**config.mk**
```make
export PLATFORM = sky130hd
export DESIGN_NAME = ulpi_rx_framer
export DESIGN_NICKNAME = d
export VERILOG_FILES = /design/src/rtl/ulpi_pkg.sv /design/src/rtl/ulpi_rx_fifo.sv /design/src/rtl/ulpi_rx_framer.sv
export SDC_FILE = /design/constraint.sdc
export NUM_CORES = 1
export LEC_CHECK = 0
export BUFFER_PORTS_ARGS = -buffer_cell sky130_fd_sc_hd__buf_2
export CAP_MARGIN = 20
export CORE_MARGIN = 2
export CORE_UTILIZATION = 55
export CTS_CLUSTER_SIZE = 24
export DETAILED_ROUTE_END_ITERATION = 7
export GPL_TIMING_DRIVEN = 0
export PLACE_DENSITY = 0.76
export SKIP_LAST_GASP = 1
export SLEW_MARGIN = 20
export SYNTH_ARGS = -nofsm -noshare
export SYNTH_HDL_FRONTEND = slang
export SYNTH_HIERARCHICAL = 1
export SYNTH_SLANG_ARGS = --single-unit
```
**constraint.sdc**
```tcl
create_clock -name clk -period 3.18 [get_ports clk]
set_clock_uncertainty 0.2 [all_clocks]
set_input_delay 0.318 -clock clk [delete_from_list [all_inputs] [get_ports clk]]
set_output_delay 0.318 -clock clk [all_outputs]
set_load 0.01 [all_outputs]
```
**src/rtl/ulpi_pkg.sv**
```systemverilog
// Shared types for the ULPI receive path: RX CMD event decode, framed word
// layout and framer states.
package ulpi_pkg;

  localparam int unsigned DATA_W = 8;

  typedef enum logic [1:0] {
    EV_INACTIVE   = 2'b00,
    EV_ACTIVE     = 2'b01,
    EV_DISCONNECT = 2'b10,
    EV_ERROR      = 2'b11
  } rx_event_e;

  typedef struct packed {
    logic              err;
    logic              eop;
    logic              sop;
    logic [DATA_W-1:0] data;
  } rx_word_t;

  typedef enum logic [1:0] {
    ST_IDLE,
    ST_ACTIVE,
    ST_EOP_WAIT
  } framer_state_e;

  function automatic logic [15:0] sat_inc16(input logic [15:0] v);
    return (v == 16'hFFFF) ? v : v + 16'd1;
  endfunction

endpackage

```
**src/rtl/ulpi_rx_fifo.sv**
```systemverilog
// First-word-fall-through FIFO; a write into a full FIFO is accepted only when
// a read frees a slot in the same cycle.
module ulpi_rx_fifo #(
  parameter int unsigned DEPTH = 16,
  parameter int unsigned WIDTH = 11
) (
  input  logic             clk,
  input  logic             reset,
  input  logic             wr_en,
  input  logic [WIDTH-1:0] wr_data,
  output logic             full,
  input  logic             rd_en,
  output logic [WIDTH-1:0] rd_data,
  output logic             empty
);

  localparam int unsigned AW = $clog2(DEPTH);
  localparam int unsigned PW = AW + 1;

  logic [WIDTH-1:0] mem [DEPTH];
  logic [PW-1:0]    wr_ptr;
  logic [PW-1:0]    rd_ptr;
  logic             do_wr;
  logic             do_rd;

  // Extra pointer bit separates full from empty when the indices match
  assign empty   = (wr_ptr == rd_ptr);
  assign full    = (wr_ptr[AW] != rd_ptr[AW]) && (wr_ptr[AW-1:0] == rd_ptr[AW-1:0]);
  assign do_rd   = rd_en && !empty;
  assign do_wr   = wr_en && (!full || do_rd);
  assign rd_data = mem[rd_ptr[AW-1:0]];

  always_ff @(posedge clk) begin
    if (reset) begin
      wr_ptr <= '0;
      rd_ptr <= '0;
      for (int i = 0; i < int'(DEPTH); i++) mem[AW'(i)] <= '0;
    end else begin
      if (do_wr) begin
        mem[wr_ptr[AW-1:0]] <= wr_data;
        wr_ptr              <= wr_ptr + PW'(1);
      end
      if (do_rd) rd_ptr <= rd_ptr + PW'(1);
    end
  end

endmodule

```
**src/rtl/ulpi_rx_framer.sv**
```systemverilog
// Frames ULPI receive bytes into sop/eop/err-marked words behind an output
// FIFO, with one byte of holdback so eop lands on the true last byte.
module ulpi_rx_framer
  import ulpi_pkg::*;
#(
  parameter int unsigned FIFO_DEPTH  = 16,
  parameter int unsigned MAX_PKT_LEN = 1027
) (
  input  logic        clk,
  input  logic        reset,
  input  logic [7:0]  rx_cmd,
  input  logic [7:0]  rx_data,
  input  logic        rx_data_valid,
  output logic [7:0]  m_data,
  output logic        m_sop,
  output logic        m_eop,
  output logic        m_err,
  output logic        m_valid,
  input  logic        m_ready,
  output logic [15:0] pkt_count,
  output logic [15:0] drop_count,
  output logic        busy
);

  localparam int unsigned CNT_W  = $clog2(MAX_PKT_LEN + 2);
  localparam int unsigned WORD_W = $bits(rx_word_t);

  framer_state_e    state_q;
  logic [7:0]       hold_q;
  logic             hold_full_q;
  logic             first_q;
  logic             err_q;
  logic [CNT_W-1:0] cnt_q;
  rx_word_t         eop_word_q;
  logic             act_q;

  logic     rx_active;
  logic     rx_error;
  logic     rx_cmd_unused;
  logic     fifo_full;
  logic     fifo_empty;
  logic     can_push;
  logic     take_byte;
  logic     babble;
  logic     mid_push;
  logic     mid_lost;
  logic     has_fin;
  logic     err_c;
  logic     wr_en;
  logic     drop_c;
  rx_word_t wr_word;
  rx_word_t fin_word;
  rx_word_t rd_word;

  assign rx_active     = rx_cmd[4];
  assign rx_error      = (rx_event_e'(rx_cmd[5:4]) == EV_ERROR);
  assign rx_cmd_unused = ^{rx_cmd[7:6], rx_cmd[3:0]};
  assign can_push      = !fifo_full || (m_ready && !fifo_empty);

  // Push decision: a held byte moves out mid-packet, or the eop word at the end
  always_comb begin
    wr_en     = 1'b0;
    wr_word   = '0;
    mid_push  = 1'b0;
    mid_lost  = 1'b0;
    has_fin   = 1'b0;
    err_c     = err_q;
    fin_word  = '0;
    take_byte = (state_q == ST_ACTIVE) && rx_data_valid && (cnt_q < CNT_W'(MAX_PKT_LEN));
    babble    = (state_q == ST_ACTIVE) && rx_data_valid && !(cnt_q < CNT_W'(MAX_PKT_LEN));
    case (state_q)
      ST_ACTIVE: begin
        mid_push      = take_byte && hold_full_q;
        mid_lost      = mid_push && !can_push;
        err_c         = err_q || rx_error || babble || mid_lost;
        has_fin       = take_byte || hold_full_q;
        fin_word.err  = err_c;
        fin_word.eop  = 1'b1;
        fin_word.sop  = take_byte ? (first_q && !hold_full_q) : first_q;
        fin_word.data = take_byte ? rx_data : hold_q;
        if (mid_push) begin
          wr_en   = can_push;
          wr_word = '{err: 1'b0, eop: 1'b0, sop: first_q, data: hold_q};
        end else if (!rx_active && has_fin) begin
          wr_en   = can_push;
          wr_word = fin_word;
        end
      end
      ST_EOP_WAIT: begin
        wr_en   = can_push;
        wr_word = eop_word_q;
      end
      default: ;
    endcase
    drop_c = (rx_data_valid && (state_q != ST_ACTIVE)) || babble || mid_lost;
  end

  always_ff @(posedge clk) begin
    if (reset) begin
      state_q     <= ST_IDLE;
      hold_q      <= '0;
      hold_full_q <= 1'b0;
      first_q     <= 1'b0;
      err_q       <= 1'b0;
      cnt_q       <= '0;
      eop_word_q  <= '0;
      act_q       <= 1'b1;
      pkt_count   <= '0;
      drop_count  <= '0;
      busy        <= 1'b0;
    end else begin
      act_q <= rx_active;
      if (wr_en && wr_word.eop) pkt_count <= sat_inc16(pkt_count);
      if (drop_c) drop_count <= sat_inc16(drop_count);
      case (state_q)
        // Only a fresh rising RxActive starts a packet, so one that began
        // while still flushing the previous eop is dropped whole
        ST_IDLE: begin
          if (rx_active && !act_q) begin
            state_q     <= ST_ACTIVE;
            busy        <= 1'b1;
            err_q       <= 1'b0;
            cnt_q       <= '0;
            first_q     <= 1'b1;
            hold_full_q <= 1'b0;
          end
        end
        ST_ACTIVE: begin
          err_q <= err_c;
          if (rx_data_valid && (cnt_q <= CNT_W'(MAX_PKT_LEN))) cnt_q <= cnt_q + CNT_W'(1);
          if (take_byte) begin
            hold_q      <= rx_data;
            hold_full_q <= 1'b1;
          end
          if (mid_push && can_push) first_q <= 1'b0;
          if (!rx_active) begin
            hold_full_q <= 1'b0;
            if (has_fin && (mid_push || !can_push)) begin
              eop_word_q <= fin_word;
              state_q    <= ST_EOP_WAIT;
            end else begin
              state_q <= ST_IDLE;
              busy    <= 1'b0;
            end
          end
        end
        ST_EOP_WAIT: begin
          if (can_push) begin
            state_q <= ST_IDLE;
            busy    <= 1'b0;
          end
        end
        default: begin
          state_q <= ST_IDLE;
          busy    <= 1'b0;
        end
      endcase
    end
  end

  ulpi_rx_fifo #(
    .DEPTH (FIFO_DEPTH),
    .WIDTH (WORD_W)
  ) u_fifo (
    .clk     (clk),
    .reset   (reset),
    .wr_en   (wr_en),
    .wr_data (wr_word),
    .full    (fifo_full),
    .rd_en   (m_ready),
    .rd_data (rd_word),
    .empty   (fifo_empty)
  );

  assign m_data  = rd_word.data;
  assign m_sop   = rd_word.sop;
  assign m_eop   = rd_word.eop;
  assign m_err   = rd_word.err;
  assign m_valid = !fifo_empty;

endmodule

```
==> flow_summary.json <==
{
  "fp.dieH_um": 152,
  "drive_gt1_share_pct": 22.9,
  "area_delta_synth_final_pct": 17.4,
  "grt_pass1_wl_um": 47600,
  "async_flop_share_pct": 0,
  "fin_setup_tns_ns": 0,
  "synth_area_leader_cell": "edfxtp_1",
  "status": "completed",
  "routed_wl_um": 31400,
  "syn-num-nets": 1034,
  "grt_usage_pct": 26.4,
  "yosysWarnings": 6,
  "max_freq_ghz": 0.323,
  "slew_violations": 0,
  "cts_sinks": 259,
  "yosysSeqAreaShare_pct": 57.8,
  "die-area_sq_um": 23100,
  "drv_cap": 0,
  "insertion_delay_ns": 0.54,
  "antenna_found_initial": 0,
  "end_kind": "primary output",
  "grt_setup_unrepaired": "yes",
  "power_frac_comb_pct": 4.0,
  "gr-total-overflow": 0,
  "start_util_pct": 55.6,
  "p_sw_share_pct": 20.3,
  "first_pass_iters": 7,
  "cts_tree": "yes",
  "final.setup.worst_slack_ns": 0.0858,
  "synth-edff-count": 176,
  "cp.required_ns": 2.66,
  "ys.flop_type": "edfxtp_1",
  "tightestPinTransition_ns": 1.08,
  "io_pins": 65,
  "period_minus_slack_ns": 3.09,
  "gp_congestion": 0.878,
  "p_leak_uw": 0.00470,
  "yosysUniqueCellTypes": 64,
  "path_clk_slew_ns": 0.06,
  "fin_area_sq_um": 14100,
  "ant_nets": 0,
  "dp_slack_ns": -0.661,
  "worst-path-max-fanout": 10,
  "irDropWorstVdd_mv": 0.326,
  "via_count": 8670,
  "clock_tree.root_cell": "clkbuf_16",
  "p_int_uw": 5800,
  "slew_headroom_pct": 28.2,
  "finalHoldViolations": 0,
  "grt_start_max_net_pins": 15,
  "drcViolationCount": 0,
  "wl_per_cell_um": 22.2,
  "fin_nets": 1145,
  "crit_type": "reg2out",
  "fin_util_pct": 65.3,
  "critPathLaunchType": "register",
  "synth.top_cell.area_share_pct": 44.0,
  "p_per_area_nw_per_um2": 515,
  "synth-seq-cells": 259,
  "die_w_um": 152,
  "synth_area_sq_um": 12000,
  "hpwl_um": 21200,
  "row_count": 54,
  "p_seq_share_pct": 51.4,
  "placedCellCount": 1341,
  "core_area_sq_um": 21600,
  "instances_no_fill": 1414,
  "ys_top_cells_by_area": "edfxtp_1, dfxtp_1, mux4_2, nor2_1, nand2_1",
  "ctsHtreeMaxLevel": 1,
  "post_synth.cell_area_avg_sq_um": 12.0,
  "clkPwrFrac_pct": 44.6,
  "clock_path_buffers": 3,
  "netlist_instances": 1003,
  "via_per_inst": 6.13,
  "p_sw_uw": 1480,
  "cts_made_buffers": 26,
  "setup_viol": 0,
  "grt_pass1_vias": 8512,
  "place_area_sq_um": 12700,
  "drtIter0Drc": 762,
  "fin_crit_sh_pct": 97.3,
  "synth_commonest_cells": "nor2_1, edfxtp_1, dfxtp_1",
  "hp-class": "in2reg",
  "arrival_ns": 2.58,
  "portBuffers": 58,
  "synth_most_common_cell": "nor2_1",
  "diodes": 0
}
-- state kept, by name, summed over array words and instances (netlist names), named ones only --
| register | cells |
|---|---|
| err_q | 1 |
| first_q | 1 |
| u_fifo/rd_ptr | 5 |
| u_fifo/wr_ptr | 5 |
| state_q | 2 |
| hold_q | 8 |
| hold_full_q | 1 |
| u_fifo/mem | 176 |
| cnt_q | 11 |
| eop_word_q | 11 |
| pkt_count | 16 |
| drop_count | 16 |
| act_q | 1 |
| busy | 1 |
-- per-layer routing --
layer	global-route usage, %	up-vias	share of wire (%)
met4	8.59	0	3.0
met1	35.1	4246	38
met3	5.56	75	10
li1	-	3883	-
met2	44.0	466	49
met5	0	-	0
-- critical path, stage by stage (launching register included) --
cell and delay [ns]:
dfxtp_1 0.59, clkbuf_2 0.40, mux4_2 0.40, mux4_2 0.49, buf_2 0.16
-- power by group through the flow --
stage	registers, uW	clock network [uW]	logic, uW
2_1_floorplan	3790	0	162
3_3_place_gp	3800	0	243
3_5_place_dp	3810	0	248
4_1_cts	3740	3290	271
5_1_grt	3740	3420	309
6_report	3740	3240	290
-- repair_timing --
action,in CTS,in global routing
setup endpoints to repair,382,372
pin swaps,1,5
buffers inserted,1,11
hold endpoints to repair,19,0
gates resized for setup,47,35
hold buffers,11,0
gates cloned,0,3
-- cells in the final DEF (no fill, tap or decap), drive strengths merged, types with 12 or more instances in the layout --
cell / netlist / final
nor2: 246 / 246
edfxtp: 176 / 176
buf: 27 / 96
dfxtp: 83 / 83
nand2: 69 / 69
clkbuf: 29 / 59
mux4: 55 / 55
nand3: 26 / 26
a21oi: 26 / 26
nor2b: 23 / 23
xnor2: 20 / 20
a21o: 15 / 18
xor2: 16 / 16
inv: 14 / 14
nand4: 13 / 13
mux2i: 13 / 13
mux2: 13 / 13
nor3: 12 / 12
-- kinds of logic after synthesis --
kind of cell,after synthesis,synth area share (%)
XOR/XNOR,36,2.69
AND/OR/NAND/NOR,447,17.0
flip-flops,259,57.8
adder cells (fa/ha/maj),11,1.14
AO/OA/AOI/OAI,99,6.08
buffers and inverters,70,2.66
multiplexers,81,12.7
-- metrics by stage --
step	hold slack (ns)	power (uW)
2_1_floorplan	0.225	3950
3_3_place_gp	0.252	4040
3_5_place_dp	0.259	4050
4_1_cts	0.0594	7290
5_1_grt	0.105	7470
6_report	0.0899	7270
-- layout make-up --
class / count / area [sq um]
multi-input cells: 677 / 5060
clock inverters: 18 / 241
fillers: 1598 / 7500
inverters: 14 / 52.6
clock buffers: 30 / 666
flip-flops and latches: 259 / 6950
repair buffers: 81 / 500
well taps: 280 / 350
plain buffers: 55 / 302
-- final timing paths --
kind / start / end / slack (ns) / cells past startpoint
setup reg to reg: u_fifo/wr_ptr[0]$_SDFFE_PP0P_ / drop_count[11]$_SDFFE_PP0P_ / 0.16 / 9
hold / removal: m_ready / u_fifo/rd_ptr[2]$_SDFFE_PP0N_ / 0.09 / 5
setup / recovery: register / m_data[2] / 0.09 / 4
hold reg to reg: eop_word_q[9]$_SDFFE_PP0P_ / eop_word_q[9]$_SDFFE_PP0P_ / 0.27 / 2
(Power assumes the default switching activity.)
